[src/rtl/cic_comb_mc_if.sv]
// Sample bus into and out of the multi-channel CIC comb: tagged input samples, tagged filtered outputs.
// The source side uses master; the comb itself uses slave.
interface cic_comb_mc_if #(
  parameter int DATA_WIDTH = 22,
  parameter int OUT_WIDTH  = 16,
  parameter int NUM_CH     = 1,
  parameter int CH_W       = (NUM_CH > 1) ? $clog2(NUM_CH) : 1
);
  logic                  ND;
  logic [CH_W-1:0]       Xch;
  logic [DATA_WIDTH-1:0] Xin;
  logic                  Yvld;
  logic [CH_W-1:0]       Ych;
  logic [OUT_WIDTH-1:0]  Yout;

  modport master (
    output ND, Xch, Xin,
    input  Yvld, Ych, Yout
  );

  modport slave (
    input  ND, Xch, Xin,
    output Yvld, Ych, Yout
  );
endinterface

[src/rtl/cic_comb_mc.sv]
// N-stage TDM comb y=x[n]-x[n-M] with per-channel delay state, round-half-up and saturating output.
// Latency N+1 clocks from the accepting edge; one sample per clock, no backpressure (ND is a plain strobe).
module cic_comb_mc #(
  parameter int DATA_WIDTH = 22,
  parameter int N          = 3,
  parameter int M          = 1,
  parameter int NUM_CH     = 1,
  parameter int OUT_WIDTH  = 16,
  parameter int OUT_SHIFT  = 6,
  localparam int CH_W      = (NUM_CH > 1) ? $clog2(NUM_CH) : 1
) (
  input logic           clk,
  input logic           rst,
  input logic           clr,
  cic_comb_mc_if.slave  io
);

  localparam int DW   = DATA_WIDTH;
  localparam int OW   = OUT_WIDTH;
  // Delay memory is sized to the full tag range so any tag indexes it cleanly.
  localparam int CH_N = 1 << CH_W;

  localparam logic signed [DW:0] RND  = ((DW+1)'(1) << OUT_SHIFT) >> 1;
  localparam logic signed [DW:0] OMAX = {{(DW-OW+2){1'b0}}, {(OW-1){1'b1}}};
  localparam logic signed [DW:0] OMIN = {{(DW-OW+2){1'b1}}, {(OW-1){1'b0}}};

  // Index 0 is the input capture register, index k the output of comb stage k.
  logic [DW-1:0]   p_dat [0:N];
  logic [CH_W-1:0] p_ch  [0:N];
  logic [N:0]      p_vld;
  logic [DW-1:0]   dl    [1:N][0:CH_N-1][0:M-1];

  logic                 acc;
  logic signed [DW:0]   s_ext;
  logic signed [DW:0]   r;
  logic [OW-1:0]        sat;
  logic                 yvld;
  logic [CH_W-1:0]      ych;
  logic [OW-1:0]        yout;

  assign acc = io.ND && ({1'b0, io.Xch} < (CH_W+1)'(NUM_CH));

  always_ff @(posedge clk or negedge rst) begin
    if (!rst) begin
      p_vld <= '0;
      for (int k = 0; k <= N; k++) begin
        p_dat[k] <= '0;
        p_ch[k]  <= '0;
      end
      for (int k = 1; k <= N; k++)
        for (int c = 0; c < CH_N; c++)
          for (int m = 0; m < M; m++)
            dl[k][c][m] <= '0;
    end else if (clr) begin
      p_vld <= '0;
      for (int k = 1; k <= N; k++)
        for (int c = 0; c < CH_N; c++)
          for (int m = 0; m < M; m++)
            dl[k][c][m] <= '0;
    end else begin
      p_vld[0] <= acc;
      if (acc) begin
        p_dat[0] <= io.Xin;
        p_ch[0]  <= io.Xch;
      end
      // Each stage reads its old delay tap and pushes the new input in the same edge,
      // so back-to-back samples of one channel see the correct history.
      for (int k = 1; k <= N; k++) begin
        p_vld[k] <= p_vld[k-1];
        if (p_vld[k-1]) begin
          p_dat[k] <= p_dat[k-1] - dl[k][p_ch[k-1]][M-1];
          p_ch[k]  <= p_ch[k-1];
          for (int m = M - 1; m > 0; m--)
            dl[k][p_ch[k-1]][m] <= dl[k][p_ch[k-1]][m-1];
          dl[k][p_ch[k-1]][0] <= p_dat[k-1];
        end
      end
    end
  end

  // One extra bit keeps the rounding add from overflowing before the shift.
  always_comb begin
    s_ext = {p_dat[N][DW-1], p_dat[N]};
    r     = (s_ext + RND) >>> OUT_SHIFT;
    if (r > OMAX)
      sat = OMAX[OW-1:0];
    else if (r < OMIN)
      sat = OMIN[OW-1:0];
    else
      sat = r[OW-1:0];
  end

  always_ff @(posedge clk or negedge rst) begin
    if (!rst) begin
      yvld <= 1'b0;
      ych  <= '0;
      yout <= '0;
    end else begin
      yvld <= p_vld[N] && !clr;
      if (p_vld[N] && !clr) begin
        yout <= sat;
        ych  <= p_ch[N];
      end
    end
  end

  assign io.Yvld = yvld;
  assign io.Ych  = ych;
  assign io.Yout = yout;

endmodule

[src/flat_wrapper.sv]
// flat-port wrapper written by rule: the top's interface ports become plain ports
module cic_comb_mc_flat 
#(
  parameter int DATA_WIDTH = 22,
  parameter int N          = 3,
  parameter int M          = 1,
  parameter int NUM_CH     = 1,
  parameter int OUT_WIDTH  = 16,
  parameter int OUT_SHIFT  = 6,
  localparam int CH_W      = (NUM_CH > 1) ? $clog2(NUM_CH) : 1
)
  (clk, rst, clr, io_ND, io_Xch, io_Xin, io_Yvld, io_Ych, io_Yout);
  cic_comb_mc_if #(.DATA_WIDTH(DATA_WIDTH), .OUT_WIDTH(OUT_WIDTH), .NUM_CH(NUM_CH)) io_i ();
  input logic clk;
  input logic rst;
  input logic clr;
  input wire logic [$bits(io_i.ND)-1:0] io_ND;
  input wire logic [$bits(io_i.Xch)-1:0] io_Xch;
  input wire logic [$bits(io_i.Xin)-1:0] io_Xin;
  output wire logic [$bits(io_i.Yvld)-1:0] io_Yvld;
  output wire logic [$bits(io_i.Ych)-1:0] io_Ych;
  output wire logic [$bits(io_i.Yout)-1:0] io_Yout;
  assign io_i.ND = io_ND;
  assign io_i.Xch = io_Xch;
  assign io_i.Xin = io_Xin;
  assign io_Yvld = io_i.Yvld;
  assign io_Ych = io_i.Ych;
  assign io_Yout = io_i.Yout;
  cic_comb_mc #(.DATA_WIDTH(DATA_WIDTH), .N(N), .M(M), .NUM_CH(NUM_CH), .OUT_WIDTH(OUT_WIDTH), .OUT_SHIFT(OUT_SHIFT)) u_core (.clk(clk), .rst(rst), .clr(clr), .io(io_i));
endmodule
[config.mk]
export PLATFORM = sky130hd
export DESIGN_NAME = cic_comb_mc_flat
export DESIGN_NICKNAME = d
export VERILOG_FILES = /design/src/rtl/cic_comb_mc_if.sv /design/src/rtl/cic_comb_mc.sv /design/src/flat_wrapper.sv
export SDC_FILE = /design/constraint.sdc
export NUM_CORES = 1
export LEC_CHECK = 0
export ABC_AREA = 1
export CORE_UTILIZATION = 56
export DETAILED_ROUTE_END_ITERATION = 16
export PLACE_DENSITY = 0.83
export SLEW_MARGIN = 20
export SYNTH_ARGS = -nofsm -noshare
export SYNTH_HDL_FRONTEND = slang
export SYNTH_SLANG_ARGS = --single-unit
[constraint.sdc]
create_clock -name clk -period 2.5 [get_ports clk]
set_input_delay 0.375 -clock clk [delete_from_list [all_inputs] [get_ports clk]]
set_output_delay 0.375 -clock clk [all_outputs]
set_load 0.01 [all_outputs]
### Word-level counts from Yosys, hierarchy flattened

Index checks and enable logic that the tools add are counted.

* $add $sub $neg: 4
* multipliers: 0
* divide/modulo/power cells: 0
* order comparisons: 9
* equal/unequal tests: 0
* shift operators: 0
* mux-type cells: 25
* bitwise logic cells: 4
* reductions and logical operators: 13

Operator list (count)
* $mux W22: 12
* $bwmux W44: 3
* $mux W132: 1
* $mux W44: 3
* $demux W22 S1: 3
* $sub A22 B22 Y22: 3
* $mux W16: 2
* $add A22 B7 Y23 const B: 1
* $gt A17 B16 Y1 const B: 1
* $lt A17 B16 Y1 const B: 1
* $reduce_and A2 Y1: 4
* $ge A2 B2 Y1 const B: 3
* $lt A2 B1 Y1 const B: 3
* $not A1 Y2: 3
* $reduce_bool A2 Y1: 3
* $logic_and A1 B1 Y1: 5
* $mux W4: 1
* $logic_not A1 Y1: 1
* $lt A1 B1 Y1 const B: 1
* $not A1 Y1: 1

* register bits: 246
* latch bits: 0
* RAM bits: 0
* bits in read-only memories: 0
* input port bits: 27
* output and inout bits: 18
* word-level logic and storage cells: 73
* memories kept: 0

### Logic depth before layout (Yosys ltp)

Gate-level depths: netlist of run 1.

* depth in word-level cells: 8
* depth in mapped cells: 16
* gate-level depth less buffers: 15

### Worst setup path after synthesis of run 1

No wires, ideal clock.

* path kind: flip-flop to flip-flop
* from: register u_core.p_ch[2] (netlist name)
* to: register u_core.p_dat[36] (netlist name)
* setup time: 0.118 ns
* arrival: 2.508 ns
* data required time: 2.382 ns
* path slack: -0.126 ns
* cell stages (with the launch flop): 16
* path buffers: 2
* period minus slack after synthesis: 2.626 ns
* path through: dfrtp_1 clkbuf_1 clkbuf_1 o21ai_0 ha_1 fa_1 inv_1 nand2_1 o21ai_1 a21boi_1 o21ai_0 nand2_1 nand2_1 nand2_1 nand3_1 nand2_1

* word-level cells in the longest chain between the ends: 5

Ends and longest elaborated chain
* start: declaration: RTL line cic_comb_mc.sv:29 `logic [CH_W-1:0] p_ch [0:N];`
* start signal: indexed assignment: RTL line cic_comb_mc.sv:72 `p_ch[k] <= p_ch[k-1];`
* $not A1 Y2 (implied by the code): RTL line cic_comb_mc.sv:71 `p_dat[k] <= p_dat[k-1] - dl[k][p_ch[k-1]][M-1];`
* $mux W22 (implied by the code) (3 in series): RTL line cic_comb_mc.sv:71
* $sub A22 B22 Y22: RTL line cic_comb_mc.sv:71
* end signal: indexed assignment: RTL line cic_comb_mc.sv:71
* end: declaration: RTL line cic_comb_mc.sv:28 `logic [DW-1:0] p_dat [0:N];`

Every way passes these cells. The select of a mux whose other input is x is not followed.
A chain may end at the register's enable or synchronous reset.

### Final worst setup path of run 1

* from: register u_core.p_ch[3] (netlist name)
* to: register u_core.p_dat[64] (netlist name)

The elaborated chain is that of the path after synthesis.

==> results of run 1 <==
## cells in the final DEF (no fill, tap or decap), types with 4 or more instances in the layout
cell type        synthesis  routed
nor2_2                   4       4
nor3_1                  17      14
clkbuf_8                 0       4
xor2_1                  18      18
o21ai_2                  2       7
clkbuf_16                0      27
clkbuf_1                52       4
xnor2_1                 23      23
nor3_2                   1       4
a21oi_2                 11      16
dfrtp_1                241     240
nand3b_1                15      15
buf_12                   0       6
o21ai_1                  8       7
clkdlybuf4s50_1          0      43
nand4_1                 22      22
inv_1                  218     217
o22ai_1                 67      67
ha_1                    63      63
a21o_1                   4       4
nand2_1                392     390
nor2_1                  87      87
o21ai_0                231     226
a21boi_0                 4       4
bufinv_16                0       5
inv_2                    3       4
nand3_1                135     135
o21bai_1                 9       9
a21oi_1                 65      60
buf_4                    0      49
## power by group through the flow
stage	clock [mW]	sequential, mW	combinational [mW]
after floorplan	0	4.94	5.24
after global placement	0	5.10	7.07
after detailed placement	0	5.12	7.19
after CTS	4.30	5.06	7.25
after global routing	4.45	5.15	8.49
final	4.24	5.07	7.53
## metal layers
layer / vias up / wire length [um] / track usage, %
met5: - / 0 / 0
met4: 0 / 1320 / 11.7
met3: 99 / 1260 / 3.36
met2: 307 / 17200 / 52.2
met1: 5573 / 13200 / 31.4
li1: 5870 / - / -
## sequential cells by signal (all words and copies together), names as in the netlist
register	cells
u_core.dl	132
u_core.io.Ych	1
u_core.io.Yout	16
u_core.io.Yvld	1
u_core.p_ch	4
u_core.p_dat	83
u_core.p_vld	4
## repair_timing
item                       CTS  global route
hold endpoints to repair    56             0
hold buffers                 1             0
setup endpoints to repair    0            25
resized for setup            0            28
buffers inserted             0             4
## cells by family after synthesis
logic type / count (synthesis)
AO/OA/AOI/OAI: 409
buffers and inverters: 287
adder cells (fa/ha/maj): 65
flip-flops: 241
AND/OR/NAND/NOR: 681
XOR/XNOR: 42
## layout make-up
cell class,instances,area (um^2)
Sequential cell,241,6030
Timing Repair Buffer,101,955
Inverter,223,837
Tap cell,319,399
Fill cell,1997,7920
Clock inverter,14,216
Multi-Input combinational cell,1197,6440
Clock buffer,35,746
## metrics by stage
stage	TNS [ps]	hold slack, ps	setup WS [ps]	util, %
floorplan	0	79.4	7.07	-
global placement	0	349	127	61.7
detailed placement	0	354	72.7	61.7
CTS	0	378	51.4	65.8
finish	0	370	74.1	66.4
global route	-9.08	400	-7.31	66.4
## path summary, 6_finish.rpt
| kind | from | to | slack (ps) | depth (start not counted) |
|---|---|---|---|---|
| max reg2reg | u_core.p_ch[3] | u_core.p_dat[64] | 70 | 13 |
| max | u_core.p_ch[3] | u_core.p_dat[64] | 70 | 13 |
| min in group clk | io_Xin[8] | u_core.p_dat[74] | 400 | 3 |
| max in group asynchronous | rst | u_core.dl[14] | 1370 | 3 |
| min | rst | u_core.dl[21] | 370 | 2 |
| min reg2reg | u_core.io.Yout[0] | u_core.io.Yout[0] | 480 | 2 |
==> out/metrics.yaml, run 1 <==
critical_path:
  cp-end-kind: "register"
  path_max_fanout: 18
  worstSetupPathType: "register to register"
  cp_top_family: "simple AND/OR/NAND/NOR gates"
  critical_path_required_ps: 2920
  cp_slowest_stage_delay_ps: 430
  crit_arrival_ps: 2840
  cp.buffers_inverters: 2
  cp_cell_sequence: "buf_12, nand2_1, o21ai_0, ha_1, nand2_1, nor2_1, inv_1, nor3_1, nand3_1, nand3_1, nand2_1, nand3_1, o21ai_0"
  cp-start-kind: "register"
  slowest_stage: "dfrtp_1"
sta:
  tightest_slew_ps: 806
  finalSetupViolCount: 0
  report.final.slew_viol_count: 0
  slew_headroom_pct: 46.2
  clock.fmax_mhz: 412
  finalHoldViolations: 0
  layout_min_cycle_time_ps: 2430
  finalClockSkew_ps: 9.05
  fin_crit_sh_pct: 97.0
power:
  power_frac_seq_pct: 30.1
  ir_drop_mv: 0.641
  power_density_nw_per_um2: 1080
  p_leak_nw: 7.26
  comb_power_share_pct: 44.7
  power_mw: 16.8
  sw_frac_of_total_pct: 40.6
  internal-power_mw: 10.0
  power_frac_clock_pct: 25.2
  p_sw_mw: 6.83
placed_design:
  place_congestion: 0.979
  post_dp_cell_area_um2: 14500
  portBuffers: 44
  placed_cells: 2076
  hpwl_mm: 24.2
cts:
  cts_buffer_depth: 3
  htreeDepth: 1
  clock_latency_ps: 540
  cts_buffers: 27
  cts.clk_slew.worst_paths_ps: 60
  cts_tree: "built"
  root_buffer: "clkbuf_16"
  cts_sinks: 241
synthesis:
  ys.flop_type: "dfrtp_1"
  synthesis.area_um2: 13500
  synth.area.mux_share_pct: 0
  ys_ff_latch: 241
  yosys.area_share.simple_pct: 21.5
  synth_cell_type_count: 42
  synthesis.nets: 1817
  synth_adder_area_share_pct: 6.15
  ys_seq_area_share_pct: 44.8
  yosysMostFrequentCell: "nand2_1"
  synth_xor_area_share_pct: 2.79
  netlist_top_cells_count: "nand2_1, dfrtp_1, o21ai_0, inv_1, nand3_1"
  syn_area_per_cell_um2: 7.81
  synth.largest_area_cell: "dfrtp_1"
  synth_compound_area_share_pct: 16.7
  async_flop_share_pct: 100
  synth_area_leaders: "dfrtp_1, nand2_1, o21ai_0"
  ys.warnings.count: 0
  synth-edff-count: 0
  syn_inst: 1725
  yosysTopAreaCellShare_pct: 44.8
  synth_top_family_by_area: "simple AND/OR/NAND/NOR gates"
routing:
  first_pass_iters: 5
  drt_iter0_drc: 703
  drt-total-wl_mm: 33.0
  detail-route-antenna-nets: 0
  wire_per_inst_um: 15.5
  vias: 11800
  avgViaCountPerCell: 5.56
  drc_errors: 0
global_route:
  track_usage_pct: 27.7
  grt_max_degree: 65
  grt_pass1_wl_mm: 54.7
  first_global_vias: 11700
  grt_overflow: 0
  antenna_found_initial: 0
outcome:
  outcome: "finished, final reports clean"
floorplanning:
  fp.dieW_um: 157
  row_count: 56
  dieArea_um2: 24700
  die_h_um: 157
  core_um2: 23500
  start_util_pct: 57.2
  num_io_pins: 45
run:
  drv_cap: 0
finish:
  area_growth_syn_to_layout_pct: 16.0
  post-route-cell-area_um2: 15600
  layout.nets: 1883
  layout-drive-gt1-share_pct: 8.28
  instances_no_fill: 2130
  n_antenna_cell: 0
min_path:
  hold_class: "input pin to asynchronous set/reset pin"
Power figures use the tool's default switching activity.
==> inputs of run 2 (changes only) <==
- SKIP_CTS_REPAIR_TIMING: not set -> 1
==> run 2 against run 1 <==
  * Total power barely moved
  * Via count rose by 0.17%
  * Critical path depth did not move
  * Sequential share of layout area did not move
  * Global-route usage did not move
  * Combinational power barely moved
  * Critical path type unchanged
==> out/metrics.yaml, run 2 (synthesis gave the netlist of run 1 again) <==
critical_path:
  rr_endpoint: "u_core.p_dat[64]"
  cp_slowest_stage_delay_ps: 430  # about the same
  cp-end-kind: "register"
  cp_cell_sequence: "buf_12, nand2_1, o21ai_0, ha_1, nand2_1, nor2_1, inv_1, nor3_1, nand3_1, nand3_1, nand2_1, nand3_1, o21ai_0"
  crit_arrival_ps: 2810  # -30 ps
  r2r-start: "u_core.p_ch[3]"
  path_max_fanout: 18  # unchanged
  ff2ff_path_depth: 13  # unchanged
  slowest_stage: "dfrtp_1"
  cp.buffers_inverters: 2  # unchanged
  critical_path_required_ps: 2920  # about the same
  cp_top_family: "simple AND/OR/NAND/NOR gates"
  worstSetupPathType: "register to register"
  reg2reg_setup_slack_ps: 110  # +30 ps
  cp-start-kind: "register"
floorplanning:
  row_count: 56  # unchanged
  die_h_um: 157  # unchanged
  core_um2: 23500  # unchanged
  dieArea_um2: 24700  # unchanged
  start_util_pct: 57.2  # unchanged
  fp.dieW_um: 157  # unchanged
  num_io_pins: 45  # unchanged
run:
  drv_cap: 0  # unchanged
global_route:
  grtUsageMet1_pct: 31.4  # unchanged
  use_met3_pct: 3.36  # unchanged
  antenna_found_initial: 0  # unchanged
  first_global_vias: 11700  # unchanged
  busiest_layer: "met2"
  track_usage_pct: 27.7  # unchanged
  grt_max_degree: 65  # unchanged
  grt_overflow: 0  # unchanged
  use_met2_pct: 52.2  # unchanged
  grt_pass1_wl_mm: 54.7  # unchanged
sta:
  finalSetupViolCount: 0  # unchanged
  fin_crit_sh_pct: 95.8  # -1.2 points
  layout_min_cycle_time_ps: 2390  # -31.0 ps
  worst_slack_ps: 105  # +31.0 ps
  tightest_slew_ps: 808  # +2.00 ps
  tns_ps: 0  # unchanged
  finalClockSkew_ps: 8.87  # -0.176 ps
  clock.fmax_mhz: 418  # +1.3%
  finalHoldViolations: 0  # unchanged
  slew_headroom_pct: 46.0  # -0.13 points
  report.final.slew_viol_count: 0  # unchanged
routing:
  drt_iter0_drc: 783  # +11%
  detail-route-antenna-nets: 0  # unchanged
  first_pass_iters: 5  # unchanged
  drc_errors: 0  # unchanged
  drt-total-wl_mm: 33.0  # about the same
  avgViaCountPerCell: 5.57  # +0.17%
  wire_per_inst_um: 15.5  # about the same
  vias: 11900  # +0.17%
cts:
  cts_sinks: 241  # unchanged
  cts.clk_slew.worst_paths_ps: 60  # about the same
  cts_tree: "built"
  cts_buffer_depth: 3  # unchanged
  htreeDepth: 1  # unchanged
  clock_latency_ps: 540  # about the same
  root_buffer: "clkbuf_16"
  cts_buffers: 27  # unchanged
finish:
  layout.nets: 1883  # unchanged
  top_register: "u_core.dl"
  multi_input_area_um2: 6440  # unchanged
  final_cell_mix: "nand2_1, dfrtp_1, o21ai_0, inv_1, nand3_1"
  num-fill-cells: 1997  # unchanged
  post-route-cell-area_um2: 15600  # unchanged
  regArea_um2: 6030  # unchanged
  largest_reg_flops: 132  # unchanged
  layout_commonest_cell: "nand2_1"
  n_antenna_cell: 0  # unchanged
  layout-drive-gt1-share_pct: 8.28  # unchanged
  area_growth_syn_to_layout_pct: 16.0  # unchanged
power:
  p_leak_nw: 7.26  # unchanged
  power_density_nw_per_um2: 1080  # about the same
  ir_drop_mv: 0.642  # +0.12%
  power_mw: 16.8  # about the same
placed_design:
  post_dp_cell_area_um2: 14500  # unchanged
  hpwl_mm: 24.2  # unchanged
  dp_slack_ps: 72.7  # unchanged
  place_congestion: 0.979  # unchanged
  portBuffers: 44  # unchanged
outcome:
  outcome: "finished, final reports clean"
min_path:
  hold_class: "input pin to asynchronous set/reset pin"
## run 2: how the worst max path moves through the flow
stage                               from                to  slack [ps]  cells past startpoint
after CTS                 u_core.p_ch[2]  u_core.p_dat[38]          50                     13
after floorplan           u_core.p_ch[3]  u_core.p_dat[56]           7                     14
after global routing      u_core.p_ch[1]  u_core.p_dat[11]          -7                     15
final                     u_core.p_ch[3]  u_core.p_dat[64]         110                     13
after detailed placement  u_core.p_ch[2]  u_core.p_dat[38]          70                     14
after global placement    u_core.p_ch[3]  u_core.p_dat[59]         130                     13
## run 2: metrics by stage
stage	util, %	instances	hold slack [ps]
after floorplan	-	1725	79.4
after global routing	66.4	2130	400
after detailed placement	61.7	2076	354
after global placement	61.7	2076	349
final	66.4	2130	369
after CTS	65.8	2125	-217
## run 2: layer usage
| metal | routed length, um | vias to the layer above |
|---|---|---|
| met5 | 0 | - |
| li1 | - | 5864 |
| met4 | 1330 | 0 |
| met2 | 17200 | 304 |
| met3 | 1210 | 101 |
| met1 | 13200 | 5600 |
## run 2: cell type report
cell class / count / share of cell area, %
clock buffers: 35 / 4.77
clock inverters: 14 / 1.39
inverters: 223 / 5.36
multi-input cells: 1197 / 41.2
flip-flops and latches: 241 / 38.6
well taps: 319 / 2.55
repair buffers: 101 / 6.11
## run 2: power by group
group	internal [mW]	leakage [nW]	switching, mW
Combinational	2.89	3.58	4.65
Sequential	4.49	3.22	0.582
Clock	2.62	0.464	1.61
Total	10.0	7.26	6.84
==> inputs of run 3 (changes only) <==
- CORE_UTILIZATION: 56 -> 58
- CTS_BUF_LIST: not set -> sky130_fd_sc_hd__clkbuf_2 sky130_fd_sc_hd__clkbuf_4 sky130_fd_sc_hd__clkbuf_8
- PLACE_DENSITY: 0.83 -> 0.85
==> run 3 against run 2 <==
  * Register-to-register slack better by 50 ps
  * First-iteration DRC count fell by 15%
  * Cell area down 1.4%
  * Fmax up 2.3%
  * Via count rose by 0.81%
  * Final cell count down 0.89%
  * Non-clock buffer count down 3
  * Sequential share of layout area is 0.54 points higher
  * Critical endpoint is now u_core.p_dat[40]
  * Largest power group unchanged
  * Highest routed layer unchanged
==> out/metrics.yaml, run 3 (synthesis gave the netlist of run 1 again) <==
outcome:
  outcome: "finished, final reports clean"
finish:
  n_antenna_cell: 0  # unchanged
  layout.nets: 1893  # +0.53%
  top_register: "u_core.dl"
  layout_commonest_cell: "nand2_1"
  area_growth_syn_to_layout_pct: 14.4
  largest_reg_flops: 132  # unchanged
  fin_util_pct: 67.9  # +1.5 points
  final_cell_mix: "nand2_1, dfrtp_1, o21ai_0, inv_1, nand3_1"
  layout-drive-gt1-share_pct: 9.26  # +0.97 points
  num-fill-cells: 1878  # -6.0%
global_route:
  grt_max_degree: 81  # +25%
  grt_overflow: 0  # unchanged
  track_usage_pct: 28.6  # +0.96 points
  first_global_vias: 12000  # +2.7%
  grt_pass1_wl_mm: 55.6  # +1.6%
  antenna_found_initial: 0  # unchanged
sta:
  slew_headroom_pct: 46.5  # +0.43 points
  report.final.slew_viol_count: 0  # unchanged
  layout_min_cycle_time_ps: 2340  # -53.6 ps
  finalHoldViolations: 0  # unchanged
  tightest_slew_ps: 801  # -6.45 ps
  finalSetupViolCount: 0  # unchanged
  fin_crit_sh_pct: 93.7  # -2.1 points
  grt_setup_unrepaired: "yes"
  clock.fmax_mhz: 427  # +2.3%
  finalClockSkew_ps: 26.0  # +17.1 ps
critical_path:
  worstSetupPathType: "register to register"
  cp-start-kind: "register"
  path_max_fanout: 18  # unchanged
  cp-end-kind: "register"
  crit_arrival_ps: 2760  # -50 ps
  critical_path_required_ps: 2920  # about the same
power:
  ir_drop_mv: 0.528  # -18%
  p_leak_nw: 7.22  # -0.60%
  comb_power_share_pct: 46.1  # +1.4 points
  internal-power_mw: 9.40  # -6.1%
  power_frac_clock_pct: 22.4  # -2.8 points
  power_density_nw_per_um2: 1050  # -2.9%
  power_mw: 16.1  # -4.3%
  power_frac_seq_pct: 31.5  # +1.4 points
  sw_frac_of_total_pct: 41.7  # +1.1 points
  p_sw_mw: 6.73  # -1.6%
placed_design:
  place_congestion: 1.02  # +3.9%
  hpwl_mm: 24.5  # +1.1%
  portBuffers: 44  # unchanged
routing:
  drt-total-wl_mm: 33.3  # +0.81%
  drc_errors: 0  # unchanged
  vias: 12000  # +0.81%
  first_pass_iters: 5  # unchanged
  detail-route-antenna-nets: 0  # unchanged
  wire_per_inst_um: 15.8  # +1.7%
  drt_iter0_drc: 668  # -15%
  avgViaCountPerCell: 5.67  # +1.7%
floorplanning:
  row_count: 55  # -1.8%
  dieArea_um2: 23800  # -3.4%
  num_io_pins: 45  # unchanged
  core_um2: 22700  # -3.5%
  die_h_um: 154  # -1.7%
  start_util_pct: 59.3  # +2.1 points
  fp.dieW_um: 154  # -1.7%
cts:
  htreeDepth: 2  # +1
  root_buffer: "clkbuf_8"
  cts_buffers: 40  # +48%
  clock_latency_ps: 540  # about the same
  cts_tree: "built"
  cts_buffer_depth: 3  # unchanged
  cts_sinks: 241  # unchanged
  cts.clk_slew.worst_paths_ps: 60  # about the same
run:
  drv_cap: 0  # unchanged
min_path:
  hold_class: "input pin to register"
## run 3: cell count changes in the layout (fill, tap and decap cells not counted), moves of 4 or more
| cell | previous run | this run |
|---|---|---|
| clkbuf_8 | 4 | 50 |
| clkbuf_16 | 27 | 0 |
| clkbuf_4 | 0 | 13 |
| ha_1 | 63 | 58 |
| ha_2 | 0 | 5 |
| bufinv_16 | 5 | 1 |
| clkbuf_1 | 4 | 0 |
## run 3: worst paths after layout
kind | from | to | slack [ps] | cells after the start
worst max-delay path | u_core.p_ch[2] | u_core.p_dat[40] | 160 | 13
min in group asynchronous | rst | u_core.dl[5] | 430 | 2
worst min register to register | u_core.io.Yout[0] | u_core.io.Yout[0] | 480 | 2
worst min-delay path | io_Xin[11] | u_core.p_dat[77] | 410 | 3
worst max register to register | u_core.p_ch[2] | u_core.p_dat[40] | 160 | 13
max in group asynchronous | rst | u_core.p_dat[74] | 1320 | 3
## run 3: final cells by class
class                   count  area (um^2)  share of cell area [%]
clock inverters             4         48.8                   0.317
well taps                 285          357                    2.31
repair buffers             98          927                    6.02
clock buffers              63          786                    5.10
multi-input cells        1197         6420                    41.7
inverters                 223          837                    5.43
flip-flops and latches    241         6030                    39.1
## run 3: worst max-delay path, stage by stage (launching register included)
cell     delay [ps]
dfrtp_2         450
buf_6           170
nand2_1          70
o21ai_0          80
ha_1            370
nand2_1         100
inv_1            80
nand3_1         100
nor2_2          200
nand4_1         230
nand3_1         150
nand2_1          60
nand3_1          90
o21ai_0         100
## run 3: per-layer routing
metal | part of all wire [%] | track usage [%] | up-vias
met5 | 0 | 0 | -
met4 | 2.9 | 11.1 | 0
met3 | 3.8 | 3.81 | 80
met2 | 53 | 54.5 | 284
met1 | 40 | 32.4 | 5729
li1 | - | - | 5872
## run 3: power groups by stage
stage	clock (mW)	combinational [mW]	sequential, mW
2_1_floorplan	0	5.24	4.94
3_3_place_gp	0	6.97	5.10
3_5_place_dp	0	7.11	5.12
4_1_cts	3.66	7.17	5.06
5_1_grt	3.84	8.36	5.14
6_report	3.61	7.43	5.08
## run 3: per-stage QoR
| stage | worst slack, ps | instance area, um^2 | hold WS [ps] | std cells | TNS (ps) |
|---|---|---|---|---|---|
| after floorplan | 7.07 | 13500 | 79.4 | 1725 | 0 |
| after global placement | 147 | 14400 | 400 | 2039 | 0 |
| after detailed placement | 91.8 | 14400 | 404 | 2039 | 0 |
| after CTS | 80.5 | 15300 | -151 | 2106 | 0 |
| after global routing | -16.9 | 15400 | 412 | 2111 | -58.3 |
| final | 159 | 15400 | 409 | 2111 | 0 |
==> RTL edit 1: new RTL, config.mk and constraints of run 2 <==
`N` is set to 3 in 2 places; all go to 2.
--- a/src/rtl/cic_comb_mc.sv
+++ b/src/rtl/cic_comb_mc.sv
@@ -4,3 +4,3 @@
   parameter int DATA_WIDTH = 22,
-  parameter int N          = 3,
+  parameter int N          = 2,
   parameter int M          = 1,
--- a/src/flat_wrapper.sv
+++ b/src/flat_wrapper.sv
@@ -4,3 +4,3 @@
   parameter int DATA_WIDTH = 22,
-  parameter int N          = 3,
+  parameter int N          = 2,
   parameter int M          = 1,
Check against the original RTL: not equivalent (Yosys sat finds a counterexample within 10 cycles, from zero or initial values and one cycle with rst low).
==> RTL edit 1 against run 2 <==
Sequential cell count is 68 lower. Clock power is 36% lower. Wire length is 31% lower. Worst setup slack better by 20 ps. Final area is 29% lower. Synthesized area is 29% lower. Total power is 35% lower. Critical endpoint is now u_core.p_dat[43]. Highest routed layer unchanged.
==> RTL edit 1: results (changes against run 2) <==
[finish]
fillerInstances = 1425  ; -29%
multiInputGateArea_sq_um = 4562  ; -29%
largest_register_ffs = 88  ; -33%
drive_gt1_frac = 0.07419  ; -0.008639
nets = 1351  ; -28%

[global_routing]
grt_pass1_wl_um = 38460  ; -30%
grt_max_degree = 68  ; +4.6%
first_global_vias = 8319  ; -29%
grt_use_total = 0.2723  ; -0.004552

[yosys]
synthTopCellsByArea = dfrtp_1 (45%), nand2_1 (12%), o21ai_0 (8.1%)
seq_area_frac_synth = 0.4499  ; +0.002004
syn_nets = 1303  ; -28%
synth_xor_area_frac = 0.02821  ; +0.0003389
synth_common_cells = nand2_1 (310), dfrtp_1 (173), o21ai_0 (156)
synthAdderAreaFrac = 0.05669  ; -0.004823
synth_compound_area_frac = 0.1534  ; -0.01327
avgSynthCellArea_sq_um = 7.805  ; about the same

[routing]
dr.pass1.iters = 5  ; unchanged
drtIter0Drc = 612  ; -22%
vias_per_cell = 5.601  ; +0.52%
wl_met3_um = 963  ; -20%
vias = 8480  ; -29%
routedWlPerCell_um = 14.99  ; -3.3%

[setup_path]
cp-start-kind = flop
cp-endpoint = u_core.p_dat[43]
worstReg2RegStart = u_core.p_ch[2]
r2r_cells = 11  ; -2
crit_path_max_incr_delay_ps = 450  ; +20 ps
cp.arrival_ps = 2710  ; -100 ps
worst_path_max_delay_cell = dfrtp_2
worstPathMaxFanout = 27  ; +9

[floorplan]
fp.dieArea_sq_um = 17710  ; -28%

[placed_design]
place_inst = 1479  ; -29%
place.gp.congestion = 0.9260  ; -5.4%
post-dp-hpwl_um = 16510  ; -32%
pre_cts_ws_ps = 109.2  ; +36.52 ps
postPlaceCellArea_sq_um = 10400  ; -28%

[clock_tree]
clock_path_buffers = 2  ; -1
h-tree-depth = 4  ; +3
cts_made_buffers = 17  ; -37%
insertion_delay_ps = 440  ; -100 ps

[timing]
whs_ps = 440.3  ; +71.67 ps
fin_worst_skew_ps = 9.267  ; +0.3967 ps
layout_setup_ws_ps = 125.1  ; +19.97 ps

[status]
status = finished, final reports clean

[power_and_ir_drop]
p_leak_nw = 5.148  ; -29%
vdd_drop_max_mv = 0.5778  ; -9.9%

==> RTL edit 1: changes by cell type in the layout (fill, tap and decap cells not counted), sizes merged, moves of 34 or more <==
cell / run 2 / this run
a21oi: 76 / 42
dfrtp: 241 / 173
nand3: 135 / 95
inv: 223 / 153
o21ai: 241 / 161
nand2: 393 / 317
==> RTL edit 1: area by class of cell <==
cell class,count,share of cell area
multi-input combinational,863,0.4127
tap,220,0.02490
clock buffer,18,0.03973
timing repair buffer,75,0.06531
sequential,173,0.3917
clock inverter,14,0.01437
inverter,151,0.05127
==> RTL edit 1: report_power, final <==
part / internal (mW) / switching [mW] / leakage, nW / total [mW]
Combinational: 1.74 / 2.74 / 2.57 / 4.48
Sequential: 3.26 / 0.449 / 2.29 / 3.71
Clock: 1.52 / 1.19 / 0.287 / 2.70
Total: 6.52 / 4.38 / 5.15 / 10.9
==> RTL edit 1: per-layer routing <==
metal  vias up  global-route usage
met1      3993              0.3394
met2       253              0.4648
met3        62             0.04943
met5         -                   0
met4         0              0.1143
li1       4172                   -
==> RTL edit 2: new RTL, settings of run 2 <==
Without the edit above. Add an input register stage for `clr`, without a reset; this delays it by one clock. The other inputs are not delayed to match.
--- a/src/rtl/cic_comb_mc.sv
+++ b/src/rtl/cic_comb_mc.sv
@@ -25,2 +25,8 @@
   localparam logic signed [DW:0] OMIN = {{(DW-OW+2){1'b1}}, {(OW-1){1'b0}}};
+
+  logic clr_q;
+
+  always_ff @(posedge clk) begin
+    clr_q <= clr;
+  end
 
@@ -53,3 +59,3 @@
             dl[k][c][m] <= '0;
-    end else if (clr) begin
+    end else if (clr_q) begin
       p_vld <= '0;
@@ -98,4 +104,4 @@
     end else begin
-      yvld <= p_vld[N] && !clr;
-      if (p_vld[N] && !clr) begin
+      yvld <= p_vld[N] && !clr_q;
+      if (p_vld[N] && !clr_q) begin
         yout <= sat;
Behaviour: not the same (Yosys sat finds a counterexample within 10 cycles, from zero or initial values and one cycle with rst low).
==> RTL edit 2 against run 2 <==
Die area increased by 1.1%. Via count up 4.4%. Largest cell class unchanged. Total power up 1.1%. Synthesized area is 1.2% higher. First-iteration DRC count up 4.0%. Worst setup slack gained 15 ps. Sequential cell count up 1. Highest routed layer unchanged. Critical path depth is 1 higher. Clock power down 3%. Wire length grew 6.5%. Final area is 1.0% higher.
==> RTL edit 2: results (changes against run 2) <==
[global_routing]
use_met1 = 0.3375  ; +0.02336
first_global_vias = 12380  ; +6.0%
use_met3 = 0.03258  ; -0.001014
use_met2 = 0.5410  ; +0.01932
grt_pass1_wl_um = 58770  ; +7.4%
grt_use_total = 0.2941  ; +0.01721

[status]
status = finished, final reports clean

[routing]
routedWlPerCell_um = 16.25  ; +4.9%
drtIter0Drc = 814  ; +4.0%
m1WireLength_um = 13890  ; +4.9%
wl_met2_um = 18060  ; +4.7%
vias_per_cell = 5.730  ; +2.8%
wl_met3_um = 1498  ; +24%

[placed_design]
postPlaceCellArea_sq_um = 14720  ; +1.3%
post-dp-hpwl_um = 25860  ; +6.8%
place.gp.congestion = 0.9847  ; +0.59%

[timing]
max_slew_margin = 0.3377  ; -0.1226
fin_worst_skew_ps = 9.268  ; +0.3977 ps

[setup_path]
cp.arrival_ps = 2800  ; about the same
reg2reg_to = u_core.p_dat[65]
crit_path_max_incr_delay_ps = 400  ; -30 ps
reg2reg_slack_ps = 120  ; +20 ps

[yosys]
async_flop_share = 0.9959  ; -0.004132
synthTopCellsByArea = dfrtp_1 (44%), nand2_1 (11%), o21ai_0 (7.2%)

[power_and_ir_drop]
combinationalPowerShare = 0.457  ; +0.010
powerDensity_nw_per_um2 = 1079  ; about the same
p_leak_nw = 7.411  ; +2.1%

[clock_tree]
cts_made_buffers = 26  ; -3.7%

RTL edit 2: final cells by class:
type                            count  area, sq um
Timing Repair Buffer              108         1003
Inverter                          227        852.1
Fill cell                        2004         7901
Clock inverter                     11        160.2
Multi-Input combinational cell   1219         6543
Tap cell                          319        399.1
Sequential cell                   242         6051
Clock buffer                       37        773.2
RTL edit 2: metrics by stage:
step / cells / util / hold slack (ps)
after floorplan: 1754 / - / 79.41
after global placement: 2110 / 0.6214 / 394.2
after detailed placement: 2110 / 0.6214 / 392.6
after CTS: 2158 / 0.6608 / -171.0
after global routing: 2163 / 0.6664 / 294.5
final: 2163 / 0.6664 / 289.8
RTL edit 2: kinds of logic after synthesis:
| group | count (synthesis) | share of synthesized area |
|---|---|---|
| compound gates | 400 | 0.1607 |
| fa+ha+maj | 65 | 0.06081 |
| buf+inv | 293 | 0.08221 |
| xor+xnor | 36 | 0.02315 |
| simple gates | 718 | 0.2290 |
| flops | 242 | 0.4442 |
